[src/rtl/flash_resp_pkg.sv]
// Shared types, widths and the synthetic data pattern for the flash read responder.
package flash_resp_pkg;

    localparam int ADDR_W  = 23;
    localparam int DATA_W  = 32;
    localparam int BURST_W = 6;

    typedef enum logic [2:0] {
        ST_IDLE,
        ST_STALL,
        ST_GRANT,
        ST_LAT,
        ST_BURST
    } state_t;

    // Four consecutive byte values starting at the low address byte, wrapping at 8 bits.
    function automatic logic [DATA_W-1:0] pattern(input logic [7:0] b);
        return {b + 8'd3, b + 8'd2, b + 8'd1, b};
    endfunction

endpackage

[src/rtl/flash_resp_store.sv]
// Word lookup with a registered read port; holds its output between reads.
// Macro FLASH_RESP_MEMFILE_EN selects a preloaded memory instead of the direct pattern.
module flash_resp_store
    import flash_resp_pkg::*;
#(
    parameter int DEPTH_LOG2 = 10,
    parameter     MEM_FILE   = "flash_init.hex"
) (
    input  logic              clk,
    input  logic              reset_n,
    input  logic              i_en,
    input  logic [ADDR_W-1:0] i_addr,
    output logic [DATA_W-1:0] o_data
);

    logic [DATA_W-1:0] w_word;
    logic [DATA_W-1:0] r_data;

`ifdef FLASH_RESP_MEMFILE_EN
    logic [DATA_W-1:0] r_mem [0:(2**DEPTH_LOG2)-1];
    logic              w_unused_addr;

    initial begin
        for (int i = 0; i < (2**DEPTH_LOG2); i++) begin
            r_mem[i] = pattern(8'(i));
        end
    end

    assign w_word        = r_mem[i_addr[DEPTH_LOG2-1:0]];
    assign w_unused_addr = ^i_addr;
`else
    logic w_unused_addr;

    assign w_word        = pattern(i_addr[7:0]);
    assign w_unused_addr = ^i_addr[ADDR_W-1:8];
`endif

    always_ff @(posedge clk or negedge reset_n) begin
        if (!reset_n) begin
            r_data <= '0;
        end else if (i_en) begin
            r_data <= w_word;
        end
    end

    assign o_data = r_data;

endmodule

[src/rtl/flash_read_responder.sv]
// Avalon-MM read-only flash stand-in: waitrequest stall, fixed read latency, burst return.
// Define FLASH_RESP_MEMFILE_EN to serve data from a preloaded memory instead of the pattern.
module flash_read_responder
    import flash_resp_pkg::*;
#(
    parameter int WAIT_CYCLES  = 2,
    parameter int READ_LATENCY = 3,
    parameter int DEPTH_LOG2   = 10,
    parameter     MEM_FILE     = "flash_init.hex"
) (
    input  logic               clk,
    input  logic               reset_n,
    input  logic               flash_mem_read,
    input  logic               flash_mem_write,
    input  logic [ADDR_W-1:0]  flash_mem_address,
    input  logic [BURST_W-1:0] flash_mem_burstcount,
    input  logic [3:0]         flash_mem_byteenable,
    input  logic [DATA_W-1:0]  flash_mem_writedata,
    output logic               flash_mem_waitrequest,
    output logic [DATA_W-1:0]  flash_mem_readdata,
    output logic               flash_mem_readdatavalid,
    output logic [15:0]        read_count,
    output logic               write_err,
    output logic               proto_err
);

    // IDLE already spends one waitrequest-high cycle, so STALL covers the rest.
    localparam logic [3:0] WAIT_LOAD = (WAIT_CYCLES >= 2) ? 4'(WAIT_CYCLES - 2) : 4'd0;
    // The final LAT cycle issues the first beat into the registered store.
    localparam logic [3:0] LAT_LOAD  = 4'(READ_LATENCY - 1);

    state_t             r_state;
    state_t             w_next;
    logic               w_accept;
    logic               w_issue;
    logic               w_drop;
    logic               w_wr_seen;
    logic [3:0]         r_wait;
    logic [3:0]         r_lat;
    logic [ADDR_W-1:0]  r_addr;
    logic [BURST_W-1:0] r_beats;
    logic               r_rdv;
    logic [15:0]        r_read_count;
    logic               r_write_err;
    logic               r_proto_err;
    logic [DATA_W-1:0]  w_store_data;
    logic               w_unused_ok;

    always_ff @(posedge clk or negedge reset_n) begin
        if (!reset_n) begin
            r_state <= ST_IDLE;
        end else begin
            r_state <= w_next;
        end
    end

    always_comb begin
        w_next    = r_state;
        w_accept  = 1'b0;
        w_issue   = 1'b0;
        w_drop    = 1'b0;
        w_wr_seen = 1'b0;
        case (r_state)
            ST_IDLE: begin
                w_wr_seen = flash_mem_write;
                if (flash_mem_read) begin
                    if (WAIT_CYCLES == 0) begin
                        w_accept = 1'b1;
                        w_next   = ST_LAT;
                    end else if (WAIT_CYCLES == 1) begin
                        w_next = ST_GRANT;
                    end else begin
                        w_next = ST_STALL;
                    end
                end
            end
            ST_STALL: begin
                w_wr_seen = flash_mem_write;
                if (!flash_mem_read) begin
                    w_drop = 1'b1;
                    w_next = ST_IDLE;
                end else if (r_wait == 4'd0) begin
                    w_next = ST_GRANT;
                end
            end
            ST_GRANT: begin
                w_wr_seen = flash_mem_write;
                if (flash_mem_read) begin
                    w_accept = 1'b1;
                    w_next   = ST_LAT;
                end else begin
                    w_drop = 1'b1;
                    w_next = ST_IDLE;
                end
            end
            ST_LAT: begin
                if (r_lat == 4'd0) begin
                    w_issue = 1'b1;
                    w_next  = (r_beats == BURST_W'(1)) ? ST_IDLE : ST_BURST;
                end
            end
            ST_BURST: begin
                w_issue = 1'b1;
                if (r_beats == BURST_W'(1)) begin
                    w_next = ST_IDLE;
                end
            end
            default: w_next = ST_IDLE;
        endcase
    end

    // Counters and beat address: only meaningful once a burst has been accepted.
    always_ff @(posedge clk) begin
        if (r_state == ST_IDLE) begin
            r_wait <= WAIT_LOAD;
        end else if (r_state == ST_STALL && r_wait != 4'd0) begin
            r_wait <= r_wait - 4'd1;
        end

        if (w_accept) begin
            r_lat   <= LAT_LOAD;
            r_addr  <= flash_mem_address;
            r_beats <= (flash_mem_burstcount == '0) ? BURST_W'(1) : flash_mem_burstcount;
        end else begin
            if (r_state == ST_LAT && r_lat != 4'd0) begin
                r_lat <= r_lat - 4'd1;
            end
            if (w_issue) begin
                r_addr  <= r_addr + ADDR_W'(1);
                r_beats <= r_beats - BURST_W'(1);
            end
        end
    end

    always_ff @(posedge clk or negedge reset_n) begin
        if (!reset_n) begin
            r_rdv        <= 1'b0;
            r_read_count <= '0;
            r_write_err  <= 1'b0;
            r_proto_err  <= 1'b0;
        end else begin
            r_rdv <= w_issue;
            if (w_accept) begin
                r_read_count <= r_read_count + 16'd1;
            end
            if (w_wr_seen) begin
                r_write_err <= 1'b1;
            end
            if (w_drop) begin
                r_proto_err <= 1'b1;
            end
        end
    end

    flash_resp_store #(
        .DEPTH_LOG2 (DEPTH_LOG2),
        .MEM_FILE   (MEM_FILE)
    ) u_store (
        .clk     (clk),
        .reset_n (reset_n),
        .i_en    (w_issue),
        .i_addr  (r_addr),
        .o_data  (w_store_data)
    );

    assign flash_mem_waitrequest   = !reset_n ||
                                     !((r_state == ST_GRANT) ||
                                       (r_state == ST_IDLE && WAIT_CYCLES == 0));
    assign flash_mem_readdata      = w_store_data;
    assign flash_mem_readdatavalid = r_rdv;
    assign read_count              = r_read_count;
    assign write_err               = r_write_err;
    assign proto_err               = r_proto_err;

    assign w_unused_ok = ^{flash_mem_byteenable, flash_mem_writedata};

endmodule

[config.mk]
export PLATFORM = sky130hd
export DESIGN_NAME = flash_read_responder
export DESIGN_NICKNAME = d
export VERILOG_FILES = /design/src/rtl/flash_resp_pkg.sv /design/src/rtl/flash_resp_store.sv /design/src/rtl/flash_read_responder.sv
export SDC_FILE = /design/constraint.sdc
export NUM_CORES = 1
export LEC_CHECK = 0
export CORE_AREA = 2 2 75 131
export DETAILED_ROUTE_END_ITERATION = 8
export DIE_AREA = 0 0 77 133
export PLACE_DENSITY = 0.8
export SYNTH_ARGS = -nofsm -noshare
export SYNTH_HDL_FRONTEND = slang
export SYNTH_HIERARCHICAL = 1
export SYNTH_SLANG_ARGS = --single-unit
[constraint.sdc]
create_clock -name clk -period 3.78 [get_ports clk]
set_input_delay 0.945 -clock clk [delete_from_list [all_inputs] [get_ports clk]]
set_output_delay 0.945 -clock clk [all_outputs]
set_load 0.01 [all_outputs]
# Word level (Yosys, flattened, before mapping)
# Index checks and enable logic that the tools add are counted.
# classes
n_addsub,8
eq_ne,9
mux,20
n_reduce_logical,15
# op_table
cell,n
$mux W23,2
$add A23 B1 Y23 const B,1
$mux W3,6
$mux W6,3
$add A16 B1 Y16 const B,1
$add A8 B2 Y8 const B,2
$pmux W3 S5,1
$add A8 B1 Y8 const B,1
$logic_not A4 Y1,2
$reduce_bool A4 Y1,2
$sub A4 B1 Y4 const B,2
$eq A3 B2 Y1 const B,2
$eq A6 B1 Y1 const B,1
$logic_not A6 Y1,1
$mux W1,6
$ne A2 B2 Y1 const B,3
$sub A6 B1 Y6 const B,1
$reduce_and A4 Y1,1
$eq A3 B1 Y1 const B,1
$eq A3 B3 Y1 const B,1
$logic_not A3 Y1,1
$ne A3 B3 Y1 const B,1
$reduce_or A3 Y1,1
$logic_and A1 B1 Y1,2
other kinds (6),7
# totals
regBits,91
inputBits,69
wordCells,62

# Depth between registers and ports, before layout
# Gate-level depths: netlist of run 1.
# logic_depth
depth_word,5
mapped_depth,9
ltp_nobuf,7

# Cells and area by module
# The synthesis of run 1 kept the hierarchy.
# by_module_without_submodules
module,instances,cells_each,area_per_inst_um2,seq_area_each_um2
flash_read_responder,1,302,3032.9,1581.5
flash_resp_store,1,132,1446.4,750.7

# Worst setup path before layout of run 1
# No wires, ideal clock.
# synth_path
kind,input to register
startpoint,input flash_mem_read
endpoint,"register r_addr[0], enable pin"
setup_time_ps,386
arrival_time_ps,1739
path_slack_ps,1655
stages,2
cell_sequence,nand2_1 -> nand2_1
# synth_between
elab_chain_len,3
# synth_rtl
item,line,text
"start, declared",flash_read_responder.sv:13,"input logic flash_mem_read,"
$mux W1,flash_read_responder.sv:88,if (flash_mem_read) begin
$mux W1,flash_read_responder.sv:63,case (r_state)
$reduce_bool A2 Y1 (no line),--,
"end signal, assigned",flash_read_responder.sv:122,r_addr <= flash_mem_address;
"end signal, assigned",flash_read_responder.sv:129,r_addr <= r_addr + ADDR_W'(1);
"end, declared",flash_read_responder.sv:40,logic [ADDR_W-1:0] r_addr;
# Every way passes these cells.
# A chain may end at the register's enable or synchronous reset.

# Worst setup path after layout of run 1
# layout_path
startpoint,register r_state[2]
endpoint,output flash_mem_waitrequest
# layout_between
elab_chain_len,3
# layout_rtl
item,line,text
"start, declared",flash_read_responder.sv:32,state_t r_state;
"start signal, assigned",flash_read_responder.sv:53,r_state <= w_next;
$eq A3 B2 Y1,flash_read_responder.sv:167,!((r_state == ST_GRANT) ||
$logic_not A1 Y1,flash_read_responder.sv:167,
$logic_or A1 B1 Y1,flash_read_responder.sv:166,assign flash_mem_waitrequest = !reset_n ||
"end, declared",flash_read_responder.sv:19,"output logic flash_mem_waitrequest,"
# Every way passes these cells.

==> results of run 1 <==
## flip-flops by register name (all words and copies together), names as in the netlist
register                 count
flash_mem_readdatavalid      1
proto_err                    1
r_state                      3
r_beats                      6
r_lat                        4
r_wait                       4
read_count                  16
u_store/o_data              30
r_addr                       8
write_err                    1
## where the power goes
part           switching, uW  internal (uW)  total, uW
logic                    506            613       1120
clock network            298            526        824
registers                251           1100       1350
total                   1060           2230       3290
## worst max-delay path by stage
stage	slack, ns	cells after the start	from	end
after global routing	1.04	3	r_state[2]	flash_mem_waitrequest
final	1.15	3	r_state[2]	flash_mem_waitrequest
after detailed placement	1.16	3	reset_n	flash_mem_waitrequest
after global placement	1.14	3	reset_n	flash_mem_waitrequest
after floorplan	1.81	1	reset_n	flash_mem_waitrequest
after CTS	1.13	3	r_state[2]	flash_mem_waitrequest
## through the flow
stage          instance area (um2)  power, uW  hold slack, ns  util, %  setup WS (ns)
6_report                      4616       3290          0.4753    49.68          1.145
3_3_place_gp                  4327       2442          0.4631    46.57          1.144
3_5_place_dp                  4327       2495          0.4610    46.57          1.157
4_1_cts                       4616       3338          0.4827    49.68          1.129
5_1_grt                       4616       3507          0.4991    49.68          1.035
2_1_floorplan                 3585       1971          0.4800        -          1.809
## layer usage
layer	global-route usage [%]	vias to the layer above	wire (um)
met5	0	-	0
met4	6.250	0	92
met3	3.070	8	271
met2	29.04	49	4139
met1	16.47	1259	2831
li1	-	1277	-
## cell usage in the layout (no fill, tap or decap), drive strengths merged, types with 6 or more instances in the layout
cell type      count
clkdlybuf4s50     68
edfxtp            14
clkbuf            13
xor2              19
nand2             39
inv               15
nand3             10
or3                7
ha                11
dfxtp              8
nand4              6
a31oi              8
o21ai             21
nor2              34
dfrtp             52
xnor2             23
mux2              13
a21oi             11
## area by class of cell
| type | instances | area, um2 |
|---|---|---|
| clock buffers | 13 | 250.2 |
| clock inverters | 3 | 38.79 |
| fillers | 907 | 4676 |
| inverters | 15 | 56.30 |
| multi-input cells | 232 | 1528 |
| flip-flops and latches | 74 | 1882 |
| well taps | 122 | 152.6 |
| repair buffers | 72 | 708.2 |
## worst reg2reg max path, cell delays in order (launching register included)
cell	delay [ns]
dfxtp_1	0.33
inv_1	0.07
ha_1	0.17
nor3b_1	0.27
a22oi_1	0.18
inv_1	0.08
buf_4	0.40
mux2_2	0.43
==> metrics.md, run 1 <==
| Metric | Value |
|---|---|
| Via count | `about 2600` |
| Crit start category | `flip-flop` |
| Vias in the first global route | `between 2000 and 3000` |
| Static Leak | `0.001904 uW` |
| Gr usage total | `15.41%` |
| Max-slew violations | `0` |
| Slowest stage delay, CP | `0.49 ns` |
| Crit. End Element | `output pin` |
| CTS root buffer | `clkbuf_16` |
| Slew @ Worst Pin | `0.6553 ns` |
| DRT iter0 DRCs | `approximately 130` |
| Slowest cell on the critical path | `dfrtp_1` |
| Antenna violations before repair | `0` |
| Clk sink count | `74` |
| Residual DRC | `0` |
| Post-synthesis average cell area | `10.48 um2` |
| Post-cts hold buffer count | `0` |
| Post-synthesis net count | `422` |
| Maximum clock path buffer count | `2` |
| Maxcap violations | `0` |
| CTS H-Tree Depth | `3` |
| Setup Skew | `0.005626 ns` |
| Max Fclk | `around 0.38 GHz` |
| Layout cell share with drive strength beyond 1 | `just under 9%` |
| CP arrival | `1.69 ns` |
| Cells after Synth | `between 300 and 400` |
| CP required | `2.83 ns` |
| Chip height | `between 100 and 150 um` |
| Max_slew headroom | `a little under three fifths` |
| I/O pin count | `~120` |
| RSZ-0062 raised after global routing | `no` |
| Cts repair resizes | `0` |
| Hold Crit Start | `proto_err` |
| Post-CTS Repair Setup Buffers | `0` |
| Reg2Reg Depth | `7` |
| VDD IR-drop max | `between 0.3 and 0.4 mV` |
| Final Wtd Congestion | `0.7562` |
| Final period utilization | `between 60% and 70%` |
| Buffers on Ports | `between 60 and 70` |
| Setup CP Type | `reg -> out` |
| First-pass GRT wire length | `approximately 13000 um` |
| Hold Path Stages | `2` |
| CP Cell Sequence | `nor3b_1 > nand2_1 > clkdlybuf4s50_1` |
| Synthesized area | `between 3000 and 4000 um2` |
| FF-to-FF End | `u_store/o_data[9]` |
| PD cells | `712.8 nW/um2` |
| Clock latency on the worst-skew pair | `~0.33 ns` |
| Hold EP | `proto_err` |
| Die Footprint | `roughly 10000 um2` |
| Clock buffer count from CTS | `9` |
| Tightest Hold Check Type | `reg -> reg` |
| Delay-heaviest family, CP | `flip-flops` |
| Die X | `slightly below 80 um` |
| Grt total ovfl | `0` |
| CP max FO | `11` |
| # placed instances | `515` |
| Row cnt | `47` |
| Fin. Hold Viols | `0` |
| TritonCTS clock tree | `yes` |
| Starting Density | `between 30% and 40%` |
| Flop-to-flop setup slack | `about 1.7 ns` |
| CP Buf/Inv Count | `1` |
| Core area | `between 9000 and 10000 um2` |
| Pin count of the biggest net entering global routing | `between 50 and 60` |
| Vias per cell | `between 4 and 5` |
| Tmin final | `roughly 2.6 ns` |
| Synth warnings | `6` |
| Status | `complete, no violations` |
| Setup Viol. Count Final | `0` |
| Final HPWL DP | `5395 um` |
| # nets final | `roughly 480` |
| Layout Cells excl Fill | `~530` |
| Worst-path clk slew | `0.05 ns` |
| Reg2Reg Launch Point | `r_lat[0]` |
| Synth-to-Final Area Change | `28.76%` |
| Final setup TNS | `0 ns` |
| Routed Antenna Nets | `0` |
| Drt pass-1 iters | `4` |
| Antenna fix cells | `0` |
| WL/cell | `13.81 um` |
| Final wirelength | `roughly 7300 um` |
Note: power is estimated with default switching activity, not from simulation.
==> inputs of run 2 (changes only) <==
--- a/config.mk
+++ b/config.mk
@@ -5,10 +5,10 @@
 export SDC_FILE = /design/constraint.sdc
 export NUM_CORES = 1
 export LEC_CHECK = 0
-export CORE_AREA = 2 2 75 131
+export CORE_AREA = 2 2 80 139
 export DETAILED_ROUTE_END_ITERATION = 8
-export DIE_AREA = 0 0 77 133
-export PLACE_DENSITY = 0.8
+export DIE_AREA = 0 0 82 141
+export PLACE_DENSITY = 0.75
 export SYNTH_ARGS = -nofsm -noshare
 export SYNTH_HDL_FRONTEND = slang
 export SYNTH_HIERARCHICAL = 1
==> constraint.sdc (replaced) <==
create_clock -name clk -period 2.35 [get_ports clk]
set_input_delay 0.5875 -clock clk [delete_from_list [all_inputs] [get_ports clk]]
set_output_delay 0.5875 -clock clk [all_outputs]
set_load 0.01 [all_outputs]
==> run 2 against run 1 <==
Sequential share of layout area fell by 0.65 points. Critical path depth did not move. First-iteration DRC count fell by 43%. Wire length fell by 1.5%. Power rose by 65%. Die area rose by 13%. Clock skew barely moved. Critical path type unchanged. Critical endpoint unchanged.
==> metrics.md, run 2 (synthesis gave the netlist of run 1 again) <==
| Metric | Value |
|---|---|
| Post-cts hold buffer count | `0 (unchanged)` |
| Pwr Total | `5426 uW (+65%)` |
| DRT iter0 DRCs | `73 (-43%)` |
| Setup CP Type | `reg -> out` |
| Reg2Reg Depth | `7 (unchanged)` |
| Pin count of the biggest net entering global routing | `53 (unchanged)` |
| Clock buffer count from CTS | `9 (unchanged)` |
| CTS root buffer | `clkbuf_16` |
| Final setup TNS | `0 ns (unchanged)` |
| CP endpoint | `flash_mem_waitrequest` |
| Final HPWL DP | `5402 um (+0.14%)` |
| WP depth | `3 (unchanged)` |
| Fillers | `1006 (+11%)` |
| Core area | `10510 um2 (+13%)` |
| CP max FO | `11 (unchanged)` |
| Residual DRC | `0 (unchanged)` |
| Max FFs per register | `30 (unchanged)` |
| Synth-to-Final Area Change | `30.92%` |
| Place WS | `0.1770 ns (-0.9802 ns)` |
| Clk sink count | `74 (unchanged)` |
| Slowest cell on the critical path | `dfrtp_2` |
| Maximum clock path buffer count | `2 (unchanged)` |
| Most common cell after layout, fill and taps aside | `clkdlybuf4s50_1` |
| Layout cell share with drive strength beyond 1 | `10.65% (+1.9 points)` |
| Row cnt | `50 (+6.4%)` |
| Setup Skew | `0.006040 ns (+0.0004141 ns)` |
| Crit. End Element | `output pin` |
| RSZ-0062 raised after global routing | `no` |
| CP Cell Sequence | `nor3b_2 > nand2_1 > clkdlybuf4s50_1` |
| Reg2Reg Launch Point | `r_lat[0]` |
| Routed Antenna Nets | `0 (unchanged)` |
| Final period utilization | `93.36%` |
| CP arrival | `1.61 ns (-0.08 ns)` |
| Flop-to-flop setup slack | `0.35 ns (-1.39 ns)` |
| Starting Density | `34.11% (-4.5 points)` |
| WL/cell | `13.30 um (-3.7%)` |
| Gr usage total | `13.91% (-1.5 points)` |
| VDD IR-drop max | `0.5929 mV (+66%)` |
| Placed Area | `4367 um2 (+0.93%)` |
| Maxcap violations | `0 (unchanged)` |
| Tmin final | `about 2.2 ns` |
| TritonCTS clock tree | `yes` |
| CP Buf/Inv Count | `1 (unchanged)` |
| Drt pass-1 iters | `4 (unchanged)` |
| Buffers on Ports | `69 (unchanged)` |
| Tightest Hold Check Type | `in -> async` |
| Worst-path clk slew | `0.06 ns (about the same)` |
| Sequential share of power | `39.6% (-1.3 points)` |
| Slew @ Worst Pin | `0.6537 ns (-0.001630 ns)` |
| I/O pin count | `121 (unchanged)` |
| Antenna violations before repair | `0 (unchanged)` |
| Setup Viol. Count Final | `0 (unchanged)` |
| Status | `complete, no violations` |
| Max Fclk | `~0.46 GHz` |
| # nets final | `488 (+0.83%)` |
| PD cells | `1156 nW/um2 (+62%)` |
| Combinational cell fraction of total power | `33.6% (-0.4 points)` |
| Final Wtd Congestion | `0.7643 (+1.1%)` |
| Delay-heaviest family, CP | `flip-flops` |
| Vias in the first global route | `2650 (-0.30%)` |
| Slowest stage delay, CP | `0.48 ns (about the same)` |
| Antenna fix cells | `0 (unchanged)` |
| Die X | `82 um (+6.5%)` |
| Fin. Hold Viols | `0 (unchanged)` |
| Crit start category | `flip-flop` |
| Vias per cell | `4.821 (-1.3%)` |
| Clock Power Share | `26.8% (+1.8 points)` |
| Net Sw Power | `1695 uW (+61%)` |
| Final wirelength | `7224 um (-1.5%)` |
| Static Leak | `0.001938 uW (+1.8%)` |
| Clock latency on the worst-skew pair | `0.33 ns (about the same)` |
| Most frequent cells in the layout | `clkdlybuf4s50_1 (68), dfrtp_1 (51), nand2_1 (39), nor2_1 (34), xnor2_1 (23)` |
| Setup slack after layout | `0.1561 ns (-0.9893 ns)` |
| Die Footprint | `11560 um2 (+13%)` |
| Sw frac | `31.24% (-0.84 points)` |
| FF-to-FF End | `u_store/o_data[16]` |
| Grt total ovfl | `0 (unchanged)` |
| CP required | `1.76 ns (-1.07 ns)` |
| Max-slew violations | `0 (unchanged)` |
| CTS H-Tree Depth | `3 (unchanged)` |
| Final instance area | `4693 um2 (+1.7%)` |
| Max_slew headroom | `56.42% (+0.11 points)` |
| Seq. cell area | `1883 um2 (about the same)` |
| Via count | `2618 (+0.96%)` |
| First-pass GRT wire length | `12390 um (-0.99%)` |
| CP startpoint | `r_state[2]` |
| Int Power | `3731 uW (+67%)` |
| Chip height | `141 um (+6.0%)` |
| Multi-input combinational cell area | `1533 um2 (+0.33%)` |
[run 2: what timing repair did]
action / in CTS / in global routing
setup endpoints to repair: 0 / 1
gates resized for setup: 0 / 2
buffers inserted: 0 / 0
[run 2: metrics by stage]
| step | hold WS, ns | instances | util [%] |
|---|---|---|---|
| final | 0.4525 | 543 | 44.65 |
| after CTS | 0.4735 | 543 | 44.60 |
| after detailed placement | 0.4712 | 527 | 41.55 |
| after global placement | 0.4632 | 527 | 41.55 |
| after global routing | 0.5047 | 543 | 44.65 |
| after floorplan | 0.2919 | 342 | - |
[run 2: routing by layer]
layer  share of wire [%]  global-route usage [%]  vias to the layer above
met5                   0                       0                        -
met4                 2.9                   6.930                        0
met3                 4.1                   3.713                       16
met2                  55                   24.05                       55
met1                  38                   15.20                     1260
li1                    -                       -                     1287
[run 2: final cells by class]
type / count / area share (%)
clock buffers: 12 / 5.252
clock inverters: 4 / 1.573
inverters: 15 / 1.200
multi-input cells: 232 / 32.66
flip-flops and latches: 74 / 40.12
well taps: 130 / 3.466
repair buffers: 76 / 15.73
[run 2: worst min-delay path by stage]
stage	from	endpoint	cells past startpoint
after floorplan	reset_n	flash_mem_readdatavalid	0
after global placement	proto_err	proto_err	2
after detailed placement	proto_err	proto_err	2
after CTS	reset_n	u_store/o_data[15]	2
after global routing	reset_n	u_store/o_data[15]	2
final	reset_n	u_store/o_data[5]	2
[run 2: power groups by stage]
stage	sequential [uW]	clock, uW	combinational, uW
4_1_cts	2150	1500	1850
5_1_grt	2210	1560	2040
3_5_place_dp	2170	0	1840
6_report	2150	1460	1820
3_3_place_gp	2160	0	1810
2_1_floorplan	2170	0	995
